[src/rtl/uart_tx_dev_if.sv]
// Bridge device-side bus for the UART transmitter: address, lane enables,
// write data, combinational read data and the interrupt line.
interface uart_tx_dev_if;
  logic [31:0] Addr;
  logic [3:0]  byteen;
  logic [31:0] wdata;
  logic [31:0] rdata;
  logic        HWInt;

  modport master (output Addr, output byteen, output wdata,
                  input rdata, input HWInt);
  modport slave  (input Addr, input byteen, input wdata,
                  output rdata, output HWInt);
endinterface

[src/rtl/uart_tx_dev.sv]
// Memory-mapped 8N1 UART transmitter with DATA/CTRL/STATUS/DIVISOR registers
// and a maskable completion interrupt.
// Optional macro UART_TX_PARITY_EN adds CTRL[2] PEN / CTRL[3] PODD and a
// parity bit between the data bits and the stop bit.
module uart_tx_dev #(
  parameter int DIV_WIDTH = 16,
  parameter int DIV_RESET = 16
) (
  input  logic          clk,
  input  logic          reset,
  uart_tx_dev_if.slave  bus,
  output logic          TxD
);

  typedef enum logic [2:0] {S_IDLE, S_START, S_BITS, S_PARITY, S_STOP} state_t;

  localparam logic [DIV_WIDTH-1:0] DIV_ONE = DIV_WIDTH'(1);
  localparam logic [DIV_WIDTH-1:0] DIV_RST = DIV_WIDTH'(DIV_RESET);

  state_t               r_state, w_state_next;
  logic [7:0]           r_data;
  logic                 r_en, r_im, r_done;
  logic [DIV_WIDTH-1:0] r_divisor;   // programmable divisor (CPU visible)
  logic [DIV_WIDTH-1:0] r_div;       // divisor latched for the frame in flight
  logic [DIV_WIDTH-1:0] r_cnt;
  logic [2:0]           r_idx, w_idx_next;
  logic                 r_txd, w_txd_next;

  logic [1:0]           w_sel;
  logic                 w_accept, w_ctrl_wr, w_w1c, w_tick, w_frame_done;
  logic [DIV_WIDTH-1:0] w_div_mask, w_div_eff;
  logic                 w_par_en, w_par_bit;
  logic [31:0]          w_div32;
  logic [3:0]           w_ctrl_rd;

  assign w_sel     = bus.Addr[3:2];
  assign w_accept  = (w_sel == 2'd0) && bus.byteen[0] && r_en && (r_state == S_IDLE);
  assign w_ctrl_wr = (w_sel == 2'd1) && bus.byteen[0];
  assign w_w1c     = (w_sel == 2'd2) && bus.byteen[0] && bus.wdata[1];
  assign w_tick    = (r_cnt == '0);
  // A programmed divisor of 0 behaves as 1 cycle per bit.
  assign w_div_eff = (r_divisor == '0) ? DIV_ONE : r_divisor;

  // Per-bit write mask for DIVISOR, derived from the lane that owns each bit.
  for (genvar gi = 0; gi < DIV_WIDTH; gi++) begin : g_div_mask
    assign w_div_mask[gi] = (w_sel == 2'd3) && bus.byteen[gi/8];
  end

`ifdef UART_TX_PARITY_EN
  logic r_pen, r_podd, r_pen_lat, r_podd_lat;
  assign w_par_en  = r_pen_lat;
  assign w_par_bit = (^r_data) ^ r_podd_lat;
  assign w_ctrl_rd = {r_podd, r_pen, r_im, r_en};

  // Parity controls: CPU-visible copy plus the copy latched at acceptance.
  always_ff @(posedge clk or posedge reset) begin
    if (reset) begin
      r_pen      <= 1'b0;
      r_podd     <= 1'b0;
      r_pen_lat  <= 1'b0;
      r_podd_lat <= 1'b0;
    end else begin
      if (w_ctrl_wr) begin
        r_pen  <= bus.wdata[2];
        r_podd <= bus.wdata[3];
      end
      if (w_accept) begin
        r_pen_lat  <= r_pen;
        r_podd_lat <= r_podd;
      end
    end
  end
`else
  assign w_par_en  = 1'b0;
  assign w_par_bit = 1'b0;
  assign w_ctrl_rd = {2'b00, r_im, r_en};
`endif

  // FSM state register; reset abandons any frame in progress.
  always_ff @(posedge clk or posedge reset) begin
    if (reset) r_state <= S_IDLE;
    else       r_state <= w_state_next;
  end

  // Next state, bit index, next line level and frame-completion pulse.
  always_comb begin
    w_state_next = r_state;
    w_idx_next   = r_idx;
    w_frame_done = 1'b0;
    w_txd_next   = 1'b1;
    case (r_state)
      S_IDLE:   if (w_accept) w_state_next = S_START;
      S_START:  if (w_tick) begin
                  w_state_next = S_BITS;
                  w_idx_next   = 3'd0;
                end
      S_BITS:   if (w_tick) begin
                  w_idx_next = r_idx + 3'd1;
                  if (r_idx == 3'd7) w_state_next = w_par_en ? S_PARITY : S_STOP;
                end
      S_PARITY: if (w_tick) w_state_next = S_STOP;
      S_STOP:   if (w_tick) begin
                  w_state_next = S_IDLE;
                  w_frame_done = 1'b1;
                end
      default:  w_state_next = S_IDLE;
    endcase
    case (w_state_next)
      S_START:  w_txd_next = 1'b0;
      S_BITS:   w_txd_next = r_data[w_idx_next];
      S_PARITY: w_txd_next = w_par_bit;
      default:  w_txd_next = 1'b1;
    endcase
  end

  // CPU-visible registers and the sticky DONE flag (set beats W1C clear).
  always_ff @(posedge clk or posedge reset) begin
    if (reset) begin
      r_data    <= 8'h00;
      r_en      <= 1'b0;
      r_im      <= 1'b0;
      r_done    <= 1'b0;
      r_divisor <= DIV_RST;
    end else begin
      if (w_accept) r_data <= bus.wdata[7:0];
      if (w_ctrl_wr) begin
        r_en <= bus.wdata[0];
        r_im <= bus.wdata[1];
      end
      r_divisor <= (r_divisor & ~w_div_mask) | (bus.wdata[DIV_WIDTH-1:0] & w_div_mask);
      if (w_frame_done) r_done <= 1'b1;
      else if (w_w1c)   r_done <= 1'b0;
    end
  end

  // Bit timer counts div-1 down to 0, then reloads from the latched divisor.
  always_ff @(posedge clk or posedge reset) begin
    if (reset) begin
      r_div <= DIV_ONE;
      r_cnt <= '0;
      r_idx <= 3'd0;
      r_txd <= 1'b1;
    end else begin
      if (r_state == S_IDLE) begin
        if (w_accept) begin
          r_div <= w_div_eff;
          r_cnt <= w_div_eff - DIV_ONE;
        end
      end else if (w_tick) begin
        r_cnt <= r_div - DIV_ONE;
      end else begin
        r_cnt <= r_cnt - DIV_ONE;
      end
      r_idx <= w_idx_next;
      r_txd <= w_txd_next;
    end
  end

  assign TxD       = r_txd;
  assign bus.HWInt = r_done & r_im;

  // Read mux: combinational, no side effects.
  always_comb begin
    w_div32 = '0;
    w_div32[DIV_WIDTH-1:0] = r_divisor;
    case (w_sel)
      2'd0:    bus.rdata = {24'h0, r_data};
      2'd1:    bus.rdata = {28'h0, w_ctrl_rd};
      2'd2:    bus.rdata = {30'h0, r_done, (r_state != S_IDLE)};
      default: bus.rdata = w_div32;
    endcase
  end

  // Address and data bits outside the decoded fields are intentionally ignored.
  logic w_unused;
  assign w_unused = &{1'b0, bus.Addr, bus.wdata, bus.byteen};

endmodule

[src/flat_wrapper.sv]
// flat-port wrapper written by rule: the top's interface ports become plain ports
module uart_tx_dev_flat 
#(
  parameter int DIV_WIDTH = 16,
  parameter int DIV_RESET = 16
)
  (clk, reset, TxD, bus_Addr, bus_byteen, bus_wdata, bus_rdata, bus_HWInt);
  uart_tx_dev_if bus_i ();
  input  logic clk;
  input  logic reset;
  output logic TxD;
  input wire logic [$bits(bus_i.Addr)-1:0] bus_Addr;
  input wire logic [$bits(bus_i.byteen)-1:0] bus_byteen;
  input wire logic [$bits(bus_i.wdata)-1:0] bus_wdata;
  output wire logic [$bits(bus_i.rdata)-1:0] bus_rdata;
  output wire logic [$bits(bus_i.HWInt)-1:0] bus_HWInt;
  assign bus_i.Addr = bus_Addr;
  assign bus_i.byteen = bus_byteen;
  assign bus_i.wdata = bus_wdata;
  assign bus_rdata = bus_i.rdata;
  assign bus_HWInt = bus_i.HWInt;
  uart_tx_dev #(.DIV_WIDTH(DIV_WIDTH), .DIV_RESET(DIV_RESET)) u_core (.clk(clk), .reset(reset), .bus(bus_i), .TxD(TxD));
endmodule
[config.mk]
export PLATFORM = sky130hd
export DESIGN_NAME = uart_tx_dev_flat
export DESIGN_NICKNAME = d
export VERILOG_FILES = /design/src/rtl/uart_tx_dev_if.sv /design/src/rtl/uart_tx_dev.sv /design/src/flat_wrapper.sv
export SDC_FILE = /design/constraint.sdc
export NUM_CORES = 1
export LEC_CHECK = 0
export ABC_AREA = 1
export BUFFER_PORTS_ARGS = -buffer_cell sky130_fd_sc_hd__buf_2
export CAP_MARGIN = 10
export CORE_ASPECT_RATIO = 0.9
export CORE_MARGIN = 2
export CORE_UTILIZATION = 53
export DETAILED_ROUTE_END_ITERATION = 8
export PLACE_DENSITY = 0.89
export SYNTH_ARGS = -nofsm -noshare
export SYNTH_HDL_FRONTEND = slang
export SYNTH_SLANG_ARGS = --single-unit
[constraint.sdc]
create_clock -name clk -period 2.4 [get_ports clk]
set_input_delay 0.24 -clock clk [delete_from_list [all_inputs] [get_ports clk]]
set_output_delay 0.24 -clock clk [all_outputs]
set_load 0.005 [all_outputs]
==> metrics.txt <==
Hold Crit Start=bus_wdata[1]; Clock Tree Buf Depth=2; Post-Syn Area=~0.004 mm^2; WS Path Type=flop to flop; CTS Sinks=66; Die Y-Extent=85.7 um; placed cells=642; r2r setup slk=0.18 ns; Slew Viols, Final=0; FF+latch count, synth=66; Vias=3600; Critical Path Fanout Max=8; Root Driver=clkbuf_8; EDFF count, synth=0; Mapped Avg Cell Area=7.65 um^2; Final Non-Filler Cells=between 600 and 700; Row Count=29; Ports=104; Slew HR=61.0%; critical path launch point type=flop; ys async rst share=100%; RSZ-0062 raised after global routing=no; max_cap viols=0; R2R Path End=u_core.r_cnt[12]; number of cells on the worst reg-to-reg path=15; global route overflow=0; most common flop cell mapped by yosys=dfrtp_1; Port Buffer Count=39; CP arrival=~2.5 ns; Synth Area in Compound Gates=around 12%; post-route clock period utilization=slightly above 90%; largest family of logic cells by synthesized area=simple AND/OR/NAND/NOR gates; global-route wire length before repair=around 16000 um; Vias/cell=~5.5; Final Hold Fails=0; status=complete, no violations; Syn Inst Count=~510; cts bufs inserted=9; Initial Util=55.2%; H-tree depth=3; reg-to-reg startpoint=u_core.r_cnt[11]; xor/xnor share of the synthesized area=less than 1%; CTS tree=yes; Peak VDD IR=a little under 500 uV; WL final=9150 um; register area share after synthesis=between 40% and 50%; Final TNS setup=0 ns; worst endpoint required time=2.69 ns; fmax=about 0.45 GHz; worst-margin pin slew=about 0.58 ns; die span in x=between 90 and 100 um; LEAKAGE=between 2 and 2.5 nW; share of layout cells above drive strength 1=around 21%; core footprint=between 0.007 and 0.008 mm^2; GRT Overall Usage=24.8%; Synth top area share=roughly two fifths; Setup violations, final=0; Nets=635; WL per Instance=approximately 14 um; Skew-Pair Late Insertion Delay=0.35 ns; number of global-route vias before repair=between 3000 and 4000; number of diodes=0; die area=around 0.0081 mm^2; initial drt markers=324; Clock Skews=0.00773 ns; post-DP HPWL=about 6600 um; CTS clk-pin slew, worst paths=0.07 ns; cell taking the most area after synthesis=dfrtp_1; router iterations before antenna repair=5; worst hold path type=primary input to flop; largest net degree at the start of global routing=45; area grow syn2layout=12.0%; Final min period=~2.2 ns; adder-cell area share of the yosys netlist=1.27%; RePlAce Congestion=between 0.9 and 1; Min Hold Slack=roughly 0.12 ns; pwr dens=a little under 1000 mW/mm^2; Hold Path Cell Cnt=3; top post-synthesis cells by area=dfrtp_1, nand2_1, inv_1; initial antenna violation count=0; post-synthesis simple-gate area fraction=roughly 32%; Yosys cell types=38; CP endpoint kind=flop; post-route ant nets=0; DRC errors left=0; Min-Delay Endpoint=u_core.r_data[1]; multiplexer share of the synthesized area=0%; setup bufs post-CTS=0; Ys Warns=0
==> cells in the final DEF (no fill, tap or decap), drive strengths merged, types with 4 or more instances in the layout <==
cell,count
inv,68
nand2,136
o211ai,4
nand4,8
o22ai,4
conb,16
buf,51
ha,4
clkbuf,13
dfrtp,63
o21ai,51
nand3,47
nand3b,5
nor2,59
a21oi,16
==> power breakdown <==
group	internal, W	switching (W)
clock	0.000506	0.000417
combinational	0.000596	0.00114
sequential	0.00142	0.000192
total	0.00253	0.00175
==> cell families after synthesis <==
logic type	count (synthesis)
adders and majority gates	4
other	1
AOI/OAI and AO/OA	84
and+or+nand+nor	259
xor gates and xnor gates	1
DFF	66
buffers and inverters	98
==> worst max-delay path by stage <==
stage / startpoint / end / slack (ns) / cells past startpoint
finish: u_core.r_cnt[11] / u_core.r_cnt[12] / 0.18 / 15
global route: u_core.r_cnt[7] / u_core.r_cnt[12] / 0.01 / 15
CTS: u_core.r_state[2] / u_core.r_cnt[6] / 0.14 / 11
detailed placement: u_core.r_state[2] / u_core.r_cnt[14] / 0.23 / 13
global placement: u_core.r_cnt[11] / u_core.TxD / 0.31 / 11
floorplan: u_core.r_cnt[1] / u_core.TxD / 0.50 / 11
==> cell usage after synthesis (8+ instances only) <==
master / count
buf_4: 17
o21ai_1: 8
a21oi_1: 16
o21ai_0: 41
nand3_1: 38
clkbuf_1: 8
nand3_2: 9
nand4_1: 8
nand2_1: 117
inv_1: 62
dfrtp_1: 63
nand2_2: 12
nor2_1: 50
==> metal layers <==
layer,up-vias,share of wire (%),track usage (%)
met3,20,6.6,2.46
li1,1722,-,-
met5,-,0,0
met4,0,2.3,12.0
met1,1688,44,34.2
met2,170,47,39.5
==> area by class of cell <==
class                           instances  area (um^2)
Fill cell                             609         2720
Multi-Input combinational cell        364         1860
Sequential cell                        66         1660
Timing Repair Buffer                   52          312
Inverter                               68          260
Clock buffer                           13          149
Tap cell                               93          116
Clock inverter                          3         40.0
==> metrics by stage <==
stage / total power (W) / setup slack [ns] / util (%) / cell area (um^2)
2_1_floorplan: 0.00294 / 0.502 / - / 3980
3_3_place_gp: 0.00325 / 0.306 / 58.9 / 4190
3_5_place_dp: 0.00333 / 0.234 / 58.9 / 4190
4_1_cts: 0.00427 / 0.141 / 61.7 / 4390
5_1_grt: 0.00460 / 0.0118 / 61.8 / 4400
6_report: 0.00428 / 0.184 / 61.8 / 4400
==> timing repair <==
| action | CTS | global route |
|---|---|---|
| setup endpoints to repair | 0 | 2 |
| hold buffers | 1 | 0 |
| gates resized for setup | 0 | 2 |
| hold endpoints to repair | 21 | 0 |
==> critical path, stage by stage (launching register included) <==
cell and delay (ns):
dfrtp_1 0.40, nor2_1 0.14, nand2_1 0.11, nor2_4 0.15, buf_4 0.20, nand3_1 0.09
nand3_1 0.08, nand2_1 0.12, ha_1 0.24, nand3_1 0.13, inv_1 0.13, nand3_1 0.11
nand3_1 0.07, nand2_1 0.06, nand2_1 0.05, nand2_1 0.07
No activity file was read; power rests on OpenSTA's default activity.
